**src/rtl/bfcpu_pkg.sv**
```systemverilog
// Shared Brainfuck CPU definitions: opcode encodings and default datapath widths.
package bfcpu_pkg;

   localparam int D_WIDTH_DEF = 8;
   localparam int A_WIDTH_DEF = 12;

   // 0x00 is the ROM fill value, so running off the end of a program lands on it
   localparam logic [7:0] OP_HALT       = 8'h00;
   localparam logic [7:0] OP_INC        = 8'h2B;
   localparam logic [7:0] OP_DEC        = 8'h2D;
   localparam logic [7:0] OP_RIGHT      = 8'h3E;
   localparam logic [7:0] OP_LEFT       = 8'h3C;
   localparam logic [7:0] OP_OUT        = 8'h2E;
   localparam logic [7:0] OP_IN         = 8'h2C;
   localparam logic [7:0] OP_LOOP_BEGIN = 8'h5B;
   localparam logic [7:0] OP_LOOP_END   = 8'h5D;

endpackage

```
**src/rtl/instr_fetch_fifo.sv**
```systemverilog
// Prefetch FIFO for the fetch unit: register-based storage, head read straight
// from storage, flush has priority over push/pop, pops on empty are dropped.
module instr_fetch_fifo #(
   parameter int WIDTH = 20,
   parameter int DEPTH = 4
) (
   input  logic                       clk,
   input  logic                       rst_n,
   input  logic                       push_i,
   input  logic                       pop_i,
   input  logic                       flush_i,
   input  logic [WIDTH-1:0]           wdata_i,
   output logic [WIDTH-1:0]           rdata_o,
   output logic [$clog2(DEPTH):0]     count_o
);

   localparam int PW = $clog2(DEPTH);

   logic [WIDTH-1:0] mem_q [DEPTH];
   logic [PW-1:0]    rdPtr_q;
   logic [PW-1:0]    wrPtr_q;
   logic [PW:0]      count_q;
   logic             doPop;

   assign doPop   = pop_i & (count_q != '0);
   assign rdata_o = mem_q[rdPtr_q];
   assign count_o = count_q;

   // Storage, pointers and occupancy; pointers wrap naturally since DEPTH is a power of two
   always_ff @(posedge clk or negedge rst_n) begin
      if (!rst_n) begin
         for (int i = 0; i < DEPTH; i++) begin
            mem_q[i] <= '0;
         end
         rdPtr_q <= '0;
         wrPtr_q <= '0;
         count_q <= '0;
      end else if (flush_i) begin
         rdPtr_q <= '0;
         wrPtr_q <= '0;
         count_q <= '0;
      end else begin
         if (push_i) begin
            mem_q[wrPtr_q] <= wdata_i;
            wrPtr_q        <= wrPtr_q + PW'(1);
         end
         if (doPop) begin
            rdPtr_q <= rdPtr_q + PW'(1);
         end
         count_q <= count_q + (PW+1)'(push_i) - (PW+1)'(doPop);
      end
   end

endmodule

```
**src/rtl/instr_fetch.sv**
```systemverilog
// Instruction fetch unit: drives the ROM read port, absorbs its one-cycle read
// latency and buffers {pc, opcode} pairs for the decoder. Redirects flush all
// stale prefetches. Optional halt-on-OP_HALT behaviour: INSTR_FETCH_HALT_EN.
module instr_fetch
   import bfcpu_pkg::*;
#(
   parameter int D_WIDTH    = D_WIDTH_DEF,
   parameter int A_WIDTH    = A_WIDTH_DEF,
   parameter int FIFO_DEPTH = 4
) (
   input  logic               clk,
   input  logic               rst_n,
   output logic               rom_ce,
   output logic [A_WIDTH-1:0] rom_a,
   input  logic [D_WIDTH-1:0] rom_q,
   output logic               insn_valid,
   input  logic               insn_ready,
   output logic [D_WIDTH-1:0] insn_data,
   output logic [A_WIDTH-1:0] insn_pc,
   input  logic               redirect,
   input  logic [A_WIDTH-1:0] redirect_pc,
   output logic               halted
);

   localparam int CW = $clog2(FIFO_DEPTH) + 1;

   logic [A_WIDTH-1:0]         fetchPc_q, fetchPc_d;
   logic [A_WIDTH-1:0]         pendPc_q, pendPc_d;
   logic                       pend_q, pend_d;
   logic [CW-1:0]              count;
   logic [CW:0]                occupancy;
   logic                       push, pop;
   logic                       haltGate, haltCapture;
   logic [A_WIDTH+D_WIDTH-1:0] headEntry;

   assign insn_valid = (count != '0);
   assign pop        = insn_valid & insn_ready;
   assign push       = pend_q & ~redirect;
   assign rom_a      = fetchPc_q;
   assign insn_pc    = headEntry[A_WIDTH+D_WIDTH-1:D_WIDTH];
   assign insn_data  = headEntry[D_WIDTH-1:0];

   // Entries held plus the read in flight, minus what leaves this cycle, must stay below depth
   assign occupancy = {1'b0, count} + (CW+1)'(pend_q) - (CW+1)'(pop);
   assign rom_ce    = rst_n & ~redirect & ~haltGate & (occupancy < (CW+1)'(FIFO_DEPTH));

`ifdef INSTR_FETCH_HALT_EN
   logic halted_q, halted_d;

   assign haltGate    = halted_q;
   assign haltCapture = push & (rom_q == D_WIDTH'(OP_HALT));
   assign halted      = halted_q;

   // Halt latches when a halt opcode is captured; only a redirect releases it
   always_comb begin
      halted_d = halted_q;
      if (redirect) begin
         halted_d = 1'b0;
      end else if (haltCapture) begin
         halted_d = 1'b1;
      end
   end

   // Halt flag register
   always_ff @(posedge clk or negedge rst_n) begin
      if (!rst_n) begin
         halted_q <= 1'b0;
      end else begin
         halted_q <= halted_d;
      end
   end
`else
   assign haltGate    = 1'b0;
   assign haltCapture = 1'b0;
   assign halted      = 1'b0;
`endif

   // Next fetch address and in-flight tracking; redirect wins over issue and capture
   always_comb begin
      fetchPc_d = fetchPc_q;
      pendPc_d  = pendPc_q;
      pend_d    = 1'b0;
      if (redirect) begin
         fetchPc_d = redirect_pc;
      end else begin
         if (rom_ce) begin
            fetchPc_d = fetchPc_q + A_WIDTH'(1);
            pendPc_d  = fetchPc_q;
            pend_d    = 1'b1;
         end
         // The read issued alongside a halt capture is thrown away
         if (haltCapture) begin
            pend_d = 1'b0;
         end
      end
   end

   // Fetch pointer and pending-read registers
   always_ff @(posedge clk or negedge rst_n) begin
      if (!rst_n) begin
         fetchPc_q <= '0;
         pendPc_q  <= '0;
         pend_q    <= 1'b0;
      end else begin
         fetchPc_q <= fetchPc_d;
         pendPc_q  <= pendPc_d;
         pend_q    <= pend_d;
      end
   end

   instr_fetch_fifo #(
      .WIDTH (A_WIDTH + D_WIDTH),
      .DEPTH (FIFO_DEPTH)
   ) uFifo (
      .clk     (clk),
      .rst_n   (rst_n),
      .push_i  (push),
      .pop_i   (pop),
      .flush_i (redirect),
      .wdata_i ({pendPc_q, rom_q}),
      .rdata_o (headEntry),
      .count_o (count)
   );

endmodule

```
**config.mk**
```make
export PLATFORM = sky130hd
export DESIGN_NAME = instr_fetch
export DESIGN_NICKNAME = d
export VERILOG_FILES = /design/src/rtl/bfcpu_pkg.sv /design/src/rtl/instr_fetch_fifo.sv /design/src/rtl/instr_fetch.sv
export SDC_FILE = /design/constraint.sdc
export NUM_CORES = 1
export LEC_CHECK = 0
export ABC_AREA = 1
export CORE_UTILIZATION = 55
export CTS_BUF_LIST = sky130_fd_sc_hd__clkbuf_8
export DETAILED_ROUTE_END_ITERATION = 10
export DONT_BUFFER_PORTS = 1
export PLACE_DENSITY_LB_ADDON = 0.05
export SKIP_CTS_REPAIR_TIMING = 1
export SLEW_MARGIN = 20
export SYNTH_ARGS = -nofsm -noshare
export SYNTH_HDL_FRONTEND = slang
export SYNTH_HIERARCHICAL = 1
export SYNTH_SLANG_ARGS = --single-unit
export TNS_END_PERCENT = 50
```
**constraint.sdc**
```tcl
create_clock -name clk -period 4.1 [get_ports clk]
set_clock_uncertainty 0.05 [all_clocks]
set_input_delay 0.205 -clock clk [delete_from_list [all_inputs] [get_ports clk]]
set_output_delay 0.205 -clock clk [all_outputs]
set_load 0.05 [all_outputs]
```
==> out/results.tsv, run 1 <==
stage	metric	value	unit
worst_setup_path	rr_worst_depth	15	
sta	hold_viol	10	
yosys	yosysSeqAreaShare	51.7	%
global_route	grt_max_degree	114	
yosys	synth_nets	697	
worst_setup_path	critPathKind	reg -> out	
worst_setup_path	worstPathArrival	3.58	ns
worst_setup_path	worst_ep_required_time	3.85	ns
worst_setup_path	cp.depth	14	
worst_setup_path	end_kind	output port	
placed_design	portBuffers	0	
clocking	clock_latency	0.36	ns
drt	drtIter0Drc	259	
sta	report.final.slew_viol_count	0	
die	dieHeight	101	µm
yosys	ys_seq_elements	112	
drt	vias	4318	
layout	diodes	0	
die	core_area	9420	µm²
worst_setup_path	cp_top_family	simple AND/OR/NAND/NOR gates	
yosys	syn_avg_cell_area	8.20	µm²
worst_setup_path	r2r_start	uFifo/count_o[1]$_DFF_PN0_	
global_route	grt_pass1_wl	18900	µm
power_and_ir_drop	p_per_area	691	nW/µm²
drt	viasPerCell	5.40	
global_route	grt_usage	23.5	%
yosys	syn_area	5420	µm²
drt	drt.antenna.violating_nets	0	
worst_setup_path	reg2reg_to	rom_a[0]$_DFFE_PN0P_	
global_route	grt_pass1_vias	4049	
placed_design	dp_slack	0.638	ns
layout	area_growth	7.68	%
power_and_ir_drop	power_leakage	0.00291	µW
clocking	cts-htree-levels	3	
die	num_rows	35	
yosys	yosysTopAreaCellShare	51.7	%
yosys	synth_area_leaders	dfrtp_1 (52%), nand2_1 (12%), o21ai_0 (12%)	
job	drv_cap	0	
sta	finalSetupTns	0	ns
clocking	clockBufferDepth	2	
yosys	ys.warnings.count	6	
drt	wl	11300	µm
placed_design	hpwlAfterDp	6980	µm
outcome	violations	hold timing	
die	die_area	10300	µm²
layout	finalNetCount	702	
yosys	syn-instance-count	661	
sta	slew_headroom	46.4	%
yosys	yosys.area.top_type	dfrtp_1	
layout	n_fill_cell	844	
sta	setup_viol	0	
drt	post-route-drc-count	0	
min_path	min-delay-start	redirect	
worst_setup_path	critPathBufInv	5	
min_path	worstHoldEndpoint	uFifo/wrPtr_q[0]$_DFFE_PN0P_	
power_and_ir_drop	ir_drop	0.471	mV
sta	clock.fmax	261	MHz
worst_setup_path	worstPathCellList	inv_1 -> nand3_1 -> and2_1 -> ha_1 -> inv_1 -> ha_1 -> inv_1 -> nor2_1 -> nand2_2 -> nand2_1 -> nand2_2 -> nand4_4 -> inv_1 -> buf_4	
clocking	cts_tree	yes	
sta	min_period	3.83	ns
clocking	cts-root-buf	clkbuf_8	
sta	rsz0062_at_grt	no	
sta	worst_hold_slack	-0.0265	ns
die	start_util	57.6	%
clocking	cts_made_buffers	9	
sta	worst_slack	0.269	ns
drt	drt_first_pass_iters	5	
clocking	clk_pin_slew_worst_paths	0.10	ns
yosys	synth_cell_type_count	29	
global_route	overflow	0	
sta	worst_slew_pin_slew	0.803	ns
worst_setup_path	path_common_cell	inv_1	
worst_setup_path	cpMaxStageDelayCell	nand4_4	
global_route	antenna_found_initial	1	
worst_setup_path	start_kind	register	
die	num_io_pins	59	
placed_design	place_congestion	0.795	
worst_setup_path	rrSetupSlack	0.84	ns
outcome	status	finished, violations left	
die	die_x	101	µm
worst_setup_path	crit_fanout	35	
sta	finalCritPeriodShare	93.4	%
min_path	hold_path_class	in -> reg	
layout	drive_gt1_share	9.24	%
drt	wl_per_cell	14.1	µm
clocking	cts.sinks	112	
min_path	hold_depth	3	
worst_setup_path	slowest_delay	0.46	ns
## cell usage after synthesis (all sizes together)
cell type / instances
a21oi: 2
a31oi: 1
and2: 1
buf: 22
clkbuf: 16
conb: 1
dfrtp: 112
fa: 1
ha: 11
inv: 57
nand2: 182
nand3: 26
nand4: 3
nor2: 63
nor3: 3
o21ai: 140
o22ai: 20
## where the power goes
part           switching (µW)  leakage, µW  internal (µW)
clock                     368     0.000106            321
combinational            1110      0.00130            479
sequential                391      0.00151           1360
total                    1870      0.00291           2160
## cells by family after synthesis
logic type | count (synthesis) | share of synthesized area, %
AOI/OAI and AO/OA | 163 | 16.1
adders and majority gates | 12 | 2.91
buffers and inverters | 95 | 8.14
DFF | 112 | 51.7
other | 1 | 0.0692
and+or+nand+nor | 278 | 21.1
## worst max path at each step
| stage | start | to |
|---|---|---|
| finish | uFifo/count_o[1]$_DFF_PN0_ | rom_ce |
| global route | uFifo/count_o[1]$_DFF_PN0_ | rom_ce |
| CTS | uFifo/count_o[1]$_DFF_PN0_ | rom_ce |
| detailed placement | uFifo/count_o[1]$_DFF_PN0_ | rom_ce |
| global placement | uFifo/count_o[2]$_DFF_PN0_ | rom_ce |
| floorplan | uFifo/count_o[1]$_DFF_PN0_ | pendPc_q[0]$_DFFE_PN0P_ |
## metrics by stage
stage	cell area (µm²)	std cells	utilization [%]	total power, µW
after CTS	5780	796	61.4	4040
after global placement	5570	780	59.1	3310
after floorplan	5420	661	-	2990
after global routing	5840	800	62.0	4310
after detailed placement	5570	780	59.1	3350
final	5840	800	62.0	4040
## flip-flops by register name (all words and copies together), names as in the netlist
signal,count
rom_a,12
pend_q,1
uFifo/mem_q,80
uFifo/count_o,3
uFifo/rdPtr_q,2
uFifo/wrPtr_q,2
pendPc_q,12
## tightest hold or removal path, cell delays in order
cell	delay, ns
nor2_4	0.03
nand2_1	0.05
o21ai_0	0.06
## layer usage
metal  up-vias  global-route usage (%)  share of wire [%]
li1       2140                       -                  -
met1      2044                    31.4                 47
met3        12                    4.00                5.1
met2       122                    39.7                 47
met5         -                       0                  0
met4         0                    7.02                1.3
## cells in the final DEF, fill, tap and decap left out
cell type	n
a21oi_1	2
a31oi_1	1
and2_1	1
buf_16	1
buf_4	28
bufinv_16	1
clkbuf_8	11
clkinv_4	2
clkinvlp_4	1
conb_1	1
dfrtp_1	112
dlygate4sd3_1	3
fa_1	1
ha_1	11
inv_1	57
inv_6	1
nand2_1	179
nand2_2	2
nand2_4	1
nand3_1	25
nand3_2	1
nand4_1	2
nand4_4	1
nor2_1	60
nor2_2	1
nor2_4	2
nor3_1	2
nor3_2	1
o21ai_0	132
o21ai_2	8
o22ai_1	20
## cell type report
type / instances / area, µm² / area share (%)
multi-input combinational: 454 / 2180 / 37.3
timing repair buffer: 32 / 268 / 4.59
tap: 129 / 161 / 2.76
sequential: 112 / 2800 / 48.0
inverter: 57 / 214 / 3.66
clock buffer: 11 / 151 / 2.59
clock inverter: 5 / 63.8 / 1.09
(Power assumes the default switching activity.)
==> inputs of run 2 (changes only) <==
--- a/config.mk
+++ b/config.mk
@@ -6,7 +6,7 @@
 export NUM_CORES = 1
 export LEC_CHECK = 0
 export ABC_AREA = 1
-export CORE_UTILIZATION = 55
+export CORE_UTILIZATION = 50
 export CTS_BUF_LIST = sky130_fd_sc_hd__clkbuf_8
 export DETAILED_ROUTE_END_ITERATION = 10
 export DONT_BUFFER_PORTS = 1
==> constraint.sdc (replaced) <==
create_clock -name clk -period 4 [get_ports clk]
set_clock_uncertainty 0.05 [all_clocks]
set_input_delay 0.2 -clock clk [delete_from_list [all_inputs] [get_ports clk]]
set_output_delay 0.2 -clock clk [all_outputs]
set_load 0.05 [all_outputs]
==> run 2 against run 1 <==
Power increased by 1.1%. Clock power fell by 7.4%. Largest cell class unchanged. Die area is 9.8% higher. Via count down 1.9%. The run still ends with hold timing left. First-iteration DRC count grew 12%. Critical path type unchanged. Hold slack better by 0.011 ns. Sequential cell count unchanged. Highest routed layer unchanged. Register-to-register slack gained 0.21 ns.
==> out/results.tsv, run 2 (synthesized netlist as in run 1, its figures left out) <==
stage	metric	value	unit
die	core_area	10400	µm²
power_and_ir_drop	power_leakage	0.00292	µW
worst_setup_path	worstPathArrival	3.28	ns
sta	finalCritPeriodShare	88.4	%
sta	min_period	3.53	ns
die	num_io_pins	59	
die	dieHeight	106	µm
drt	top_layer	met4	
drt	wl	11700	µm
sta	slew_headroom	55.6	%
job	drv_cap	0	
drt	met3_length	543	µm
power_and_ir_drop	ir_drop	0.470	mV
worst_setup_path	reg2reg_to	pendPc_q[1]$_DFFE_PN0P_	
drt	wl_met1	5600	µm
power_and_ir_drop	p_total	4080	µW
layout	mostFrequentLayoutCells	nand2_1 (179), o21ai_0 (132), dfrtp_1 (112), nor2_1 (60), inv_1 (59)	
global_route	antenna_found_initial	1	
drt	post-route-drc-count	0	
die	num_rows	37	
worst_setup_path	rrSetupSlack	1.05	ns
layout	n_fill_cell	1009	
outcome	violations	hold timing	
placed_design	place_congestion	0.838	
clocking	cts_tree	yes	
layout	drive_gt1_share	9.05	%
placed_design	hpwlAfterDp	7010	µm
clocking	clockBufferDepth	2	
drt	drtIter0Drc	289	
global_route	overflow	0	
worst_setup_path	end_kind	output port	
worst_setup_path	critPathKind	reg -> out	
min_path	worstHoldEndpoint	rom_a[7]$_DFFE_PN0P_	
drt	drt_first_pass_iters	7	
sta	clock.fmax	283	MHz
layout	final_common_cell	nand2_1	
worst_setup_path	path_common_cell	inv_1	
sta	setup_viol	0	
layout	top_register	uFifo/mem_q	
worst_setup_path	cp.depth	14	
die	die_x	106	µm
sta	worst_hold_slack	-0.0152	ns
layout	diodes	0	
die	die_area	11300	µm²
sta	hold_viol	12	
global_route	grt_pass1_vias	4315	
global_route	grt_pass1_wl	20100	µm
global_route	grt_max_degree	114	
placed_design	dp_slack	0.838	ns
clocking	cts-root-buf	clkbuf_8	
sta	worst_slew_pin_slew	0.666	ns
die	start_util	52.1	%
layout	area_growth	7.80	%
drt	viasPerCell	5.23	
layout	finalNetCount	705	
clocking	clk_pin_slew_worst_paths	0.10	ns
sta	worst_slack	0.466	ns
worst_setup_path	cpMaxStageDelayCell	nand4_4	
worst_setup_path	worstPathCellList	inv_1 -> nand3_1 -> buf_4 -> and2_1 -> ha_1 -> inv_1 -> ha_1 -> inv_1 -> nor2_1 -> nand2_2 -> nand3_2 -> nand4_4 -> inv_1 -> buf_4	
min_path	min-delay-start	redirect_pc[7]	
drt	vias	4238	
placed_design	dp_cells	788	
sta	report.final.slew_viol_count	0	
worst_setup_path	start_kind	register	
clocking	cts.sinks	112	
placed_design	portBuffers	0	
sta	finalSetupTns	0	ns
drt	wl_per_cell	14.5	µm
worst_setup_path	cp_top_family	simple AND/OR/NAND/NOR gates	
drt	routed-wl-met2	5390	µm
layout	final_cells	810	
worst_setup_path	rr_worst_depth	15	
worst_setup_path	r2r_start	uFifo/count_o[1]$_DFF_PN0_	
min_path	hold_path_class	in -> reg	
worst_setup_path	critPathBufInv	6	
clocking	clock_latency	0.37	ns
layout	multiInputGateArea	2180	µm²
layout	largest_reg_flops	80	
worst_setup_path	slowest_delay	0.47	ns
clocking	cts_made_buffers	9	
worst_setup_path	worst_ep_required_time	3.75	ns
clocking	cts-htree-levels	3	
outcome	status	finished, violations left	
worst_setup_path	crit_fanout	35	
power_and_ir_drop	p_per_area	698	nW/µm²
layout	ff_latch_area	2800	µm²
drt	drt.antenna.violating_nets	0	
min_path	hold_depth	4	
global_route	grt_usage	22.6	%
sta	rsz0062_at_grt	no	
[run 2: cell types whose count changed in the layout (fill, tap and decap cells not counted), sizes merged]
| cell | previous run | this run |
|---|---|---|
| clkbuf | 11 | 12 |
| bufinv | 1 | 0 |
| inv | 58 | 59 |
| buf | 29 | 30 |
| clkinv | 2 | 1 |
| dlygate4sd3 | 3 | 5 |
[run 2: worst reg2reg max path, stage by stage, from the launching register on]
cell and delay (ns):
dfrtp_1 0.44, inv_1 0.11, nand3_1 0.09, buf_4 0.20, and2_1 0.22, ha_1 0.16, inv_1 0.04, ha_1 0.28
inv_1 0.04, nor2_1 0.11, nand2_2 0.08, nand3_2 0.08, nand4_4 0.47, inv_1 0.34, nand2_1 0.10, nand2_1 0.08
[run 2: cell type report]
type,instances,area share (%)
Sequential cell,112,47.9
Multi-Input combinational cell,454,37.3
Timing Repair Buffer,35,5.05
Inverter,57,3.66
Tap cell,136,2.91
Clock buffer,12,2.83
Clock inverter,4,0.342
[run 2: per-stage QoR]
step	area [µm²]	util (%)
2_1_floorplan	5420	-
3_3_place_gp	5580	53.6
3_5_place_dp	5580	53.6
4_1_cts	5770	55.4
5_1_grt	5850	56.1
6_report	5850	56.1
[run 2: metal layers]
metal,vias to the layer above,global-route usage (%)
li1,2143,-
met1,1971,29.0
met2,112,38.5
met3,12,3.56
met4,0,8.23
met5,-,0
[run 2: power by group]
part           leakage (µW)  total, µW  switching (µW)  internal, µW
logic               0.00131       1650            1140           504
registers           0.00151       1790             395          1400
clock network      0.000101        638             365           273
[run 2: worst max-delay path by stage]
stage | start | to | slack [ns]
6_report | uFifo/count_o[1]$_DFF_PN0_ | rom_ce | 0.47
5_1_grt | uFifo/count_o[1]$_DFF_PN0_ | rom_ce | 0.14
4_1_cts | uFifo/count_o[1]$_DFF_PN0_ | rom_ce | 0.41
3_5_place_dp | uFifo/count_o[1]$_DFF_PN0_ | rom_ce | 0.84
3_3_place_gp | uFifo/count_o[1]$_DFF_PN0_ | rom_ce | 0.94
2_1_floorplan | uFifo/count_o[1]$_DFF_PN0_ | pendPc_q[0]$_DFFE_PN0P_ | 1.15
==> inputs of run 3 (changes only) <==
--- a/config.mk
+++ b/config.mk
@@ -6,11 +6,13 @@
 export NUM_CORES = 1
 export LEC_CHECK = 0
 export ABC_AREA = 1
+export CORE_MARGIN = 2
 export CORE_UTILIZATION = 50
 export CTS_BUF_LIST = sky130_fd_sc_hd__clkbuf_8
 export DETAILED_ROUTE_END_ITERATION = 10
 export DONT_BUFFER_PORTS = 1
-export PLACE_DENSITY_LB_ADDON = 0.05
+export PLACE_DENSITY_LB_ADDON = 0.25
+export REMOVE_ABC_BUFFERS = 1
 export SKIP_CTS_REPAIR_TIMING = 1
 export SLEW_MARGIN = 20
 export SYNTH_ARGS = -nofsm -noshare
==> run 3 against run 2 <==
The run still ends with hold timing left. Utilization shrank 0.86 points. Clock power shrank 5.5%. Count of clock-buffer cells in the layout shrank 2. Global-route usage shrank 1.7 points. Cell count grew 1.4%. Non-clock buffer count grew 7. Critical path type unchanged. Largest cell class unchanged.
==> out/results.tsv, run 3 (synthesized netlist as in run 1, its figures left out) <==
stage	metric	value	unit
layout	finalNetCount	712	
drt	wl_per_cell	14.0	µm
die	dieHeight	108	µm
placed_design	hpwlAfterDp	7120	µm
worst_setup_path	rrSetupSlack	0.73	ns
layout	area_growth	9.02	%
global_route	use_met3	5.97	%
layout	drive_gt1_share	8.96	%
sta	worst_slew_pin_slew	0.639	ns
sta	worst_hold_slack	-0.0273	ns
worst_setup_path	end_kind	output port	
die	start_util	50.7	%
sta	report.final.slew_viol_count	0	
clocking	clock_latency	0.38	ns
die	die_x	108	µm
clocking	cts_tree	yes	
global_route	grt_max_degree	114	
clocking	cts-htree-levels	3	
global_route	grtUsageMet2	35.6	%
layout	largest_reg_flops	80	
worst_setup_path	worstPathArrival	3.36	ns
drt	drtIter0Drc	359	
sta	min_period	3.61	ns
global_route	antenna_found_initial	1	
outcome	status	finished, violations left	
sta	rsz0062_at_grt	no	
outcome	violations	hold timing	
drt	viasPerCell	5.23	
worst_setup_path	reg2reg_to	pendPc_q[1]$_DFFE_PN0P_	
worst_setup_path	cp_top_family	simple AND/OR/NAND/NOR gates	
job	drv_cap	0	
global_route	overflow	0	
worst_setup_path	r2r_start	uFifo/count_o[2]$_DFF_PN0_	
die	num_rows	38	
worst_setup_path	cp.depth	13	
power_and_ir_drop	ir_drop	0.392	mV
global_route	grt_pass1_vias	4139	
clocking	cts_made_buffers	9	
layout	n_fill_cell	982	
worst_setup_path	cp-startpoint	uFifo/count_o[2]$_DFF_PN0_	
die	die_area	11700	µm²
drt	vias	4297	
worst_setup_path	slowest_delay	0.53	ns
worst_setup_path	critPathBufInv	4	
sta	setup_viol	0	
sta	finalSetupTns	0	ns
clocking	cts.sinks	112	
worst_setup_path	worstPathCellList	inv_1 -> nand3_1 -> and2_1 -> ha_1 -> inv_1 -> ha_1 -> inv_1 -> nor2_1 -> nand2_2 -> nand2_1 -> nand2_2 -> nand4_4 -> inv_1	
layout	top_register	uFifo/mem_q	
power_and_ir_drop	p_per_area	684	nW/µm²
placed_design	portBuffers	0	
layout	final_common_cell	nand2_1	
drt	wl	11500	µm
global_route	busiest_layer	met2	
die	num_io_pins	59	
drt	post-route-drc-count	0	
worst_setup_path	critPathKind	reg -> out	
sta	finalCritPeriodShare	90.3	%
layout	mostFrequentLayoutCells	nand2_1 (179), o21ai_0 (132), dfrtp_1 (112), nor2_1 (60), inv_1 (58)	
sta	hold_viol	11	
clocking	clockBufferDepth	2	
worst_setup_path	cpMaxStageDelayCell	inv_1	
worst_setup_path	path_common_cell	inv_1	
sta	slew_headroom	57.4	%
die	core_area	10700	µm²
global_route	gr-usage-met1	26.1	%
global_route	grt_usage	20.9	%
worst_setup_path	worst_ep_required_time	3.75	ns
placed_design	dp_cells	791	
clocking	clk_pin_slew_worst_paths	0.10	ns
drt	drt_first_pass_iters	5	
global_route	grt_pass1_wl	19200	µm
sta	clock.fmax	277	MHz
placed_design	place_congestion	0.841	
worst_setup_path	rr_worst_depth	15	
clocking	cts-root-buf	clkbuf_8	
worst_setup_path	cp-endpoint	rom_ce	
worst_setup_path	crit_fanout	20	
min_path	hold_path_class	in -> reg	
drt	drt.antenna.violating_nets	0	
layout	diodes	0	
worst_setup_path	start_kind	register	
layout	final_cells	821	
power_and_ir_drop	power_leakage	0.00295	µW
-- run 3: per-stage QoR --
| step | util [%] | hold slack, ns | total power, µW | worst slack (ns) | cell area, µm² |
|---|---|---|---|---|---|
| 6_report | 55.3 | -0.0273 | 4050 | 0.390 | 5910 |
| 5_1_grt | 55.3 | 0.000408 | 4360 | 0.134 | 5910 |
| 4_1_cts | 53.8 | -0.566 | 4050 | 0.343 | 5750 |
| 3_5_place_dp | 52.2 | -0.143 | 3440 | 0.726 | 5580 |
| 3_3_place_gp | 52.2 | -0.141 | 3390 | 0.816 | 5580 |
| 2_1_floorplan | - | -0.146 | 2990 | 0.835 | 5190 |
-- run 3: worst min path at each step --
stage | start | end | slack, ns | cells past startpoint
after floorplan | rst_n | pendPc_q[0]$_DFFE_PN0P_ | -0.15 | 0
after global placement | rst_n | uFifo/mem_q[2]$_DFFE_PN0P_ | -0.14 | 0
after detailed placement | rst_n | uFifo/mem_q[2]$_DFFE_PN0P_ | -0.14 | 0
after CTS | rst_n | uFifo/mem_q[48]$_DFFE_PN0P_ | -0.57 | 0
after global routing | redirect_pc[10] | rom_a[10]$_DFFE_PN0P_ | 0.0004 | 4
final | rom_q[3] | uFifo/mem_q[63]$_DFFE_PN0P_ | -0.03 | 2
-- run 3: layout make-up --
class / count / area [µm²] / share of cell area [%]
inverters: 57 / 214 / 3.62
clock buffers: 10 / 138 / 2.33
flip-flops and latches: 112 / 2800 / 47.4
repair buffers: 42 / 368 / 6.22
multi-input cells: 454 / 2180 / 36.8
clock inverters: 6 / 36.3 / 0.614
well taps: 140 / 175 / 2.96
-- run 3: layer usage --
layer / part of all wire, % / vias up
met3: 5.4 / 8
met2: 47 / 115
met1: 46 / 2019
met5: 0 / -
met4: 1.0 / 0
li1: - / 2155
-- run 3: where the power goes --
group          internal, µW  switching [µW]
Combinational           498            1150
Sequential             1400             398
Clock                   240             363
Total                  2140            1910
-- run 3: worst reg2reg max path: stages, from the launching register on --
cell and delay (ns):
dfrtp_1 0.43, inv_1 0.15, nand3_1 0.44, and2_1 0.36, ha_1 0.19, inv_1 0.05
ha_1 0.23, inv_1 0.06, nor2_1 0.04, nand2_2 0.08, nand2_1 0.06, nand2_2 0.08
nand4_4 0.29, inv_1 0.53, nand2_1 0.10, nand2_1 0.08
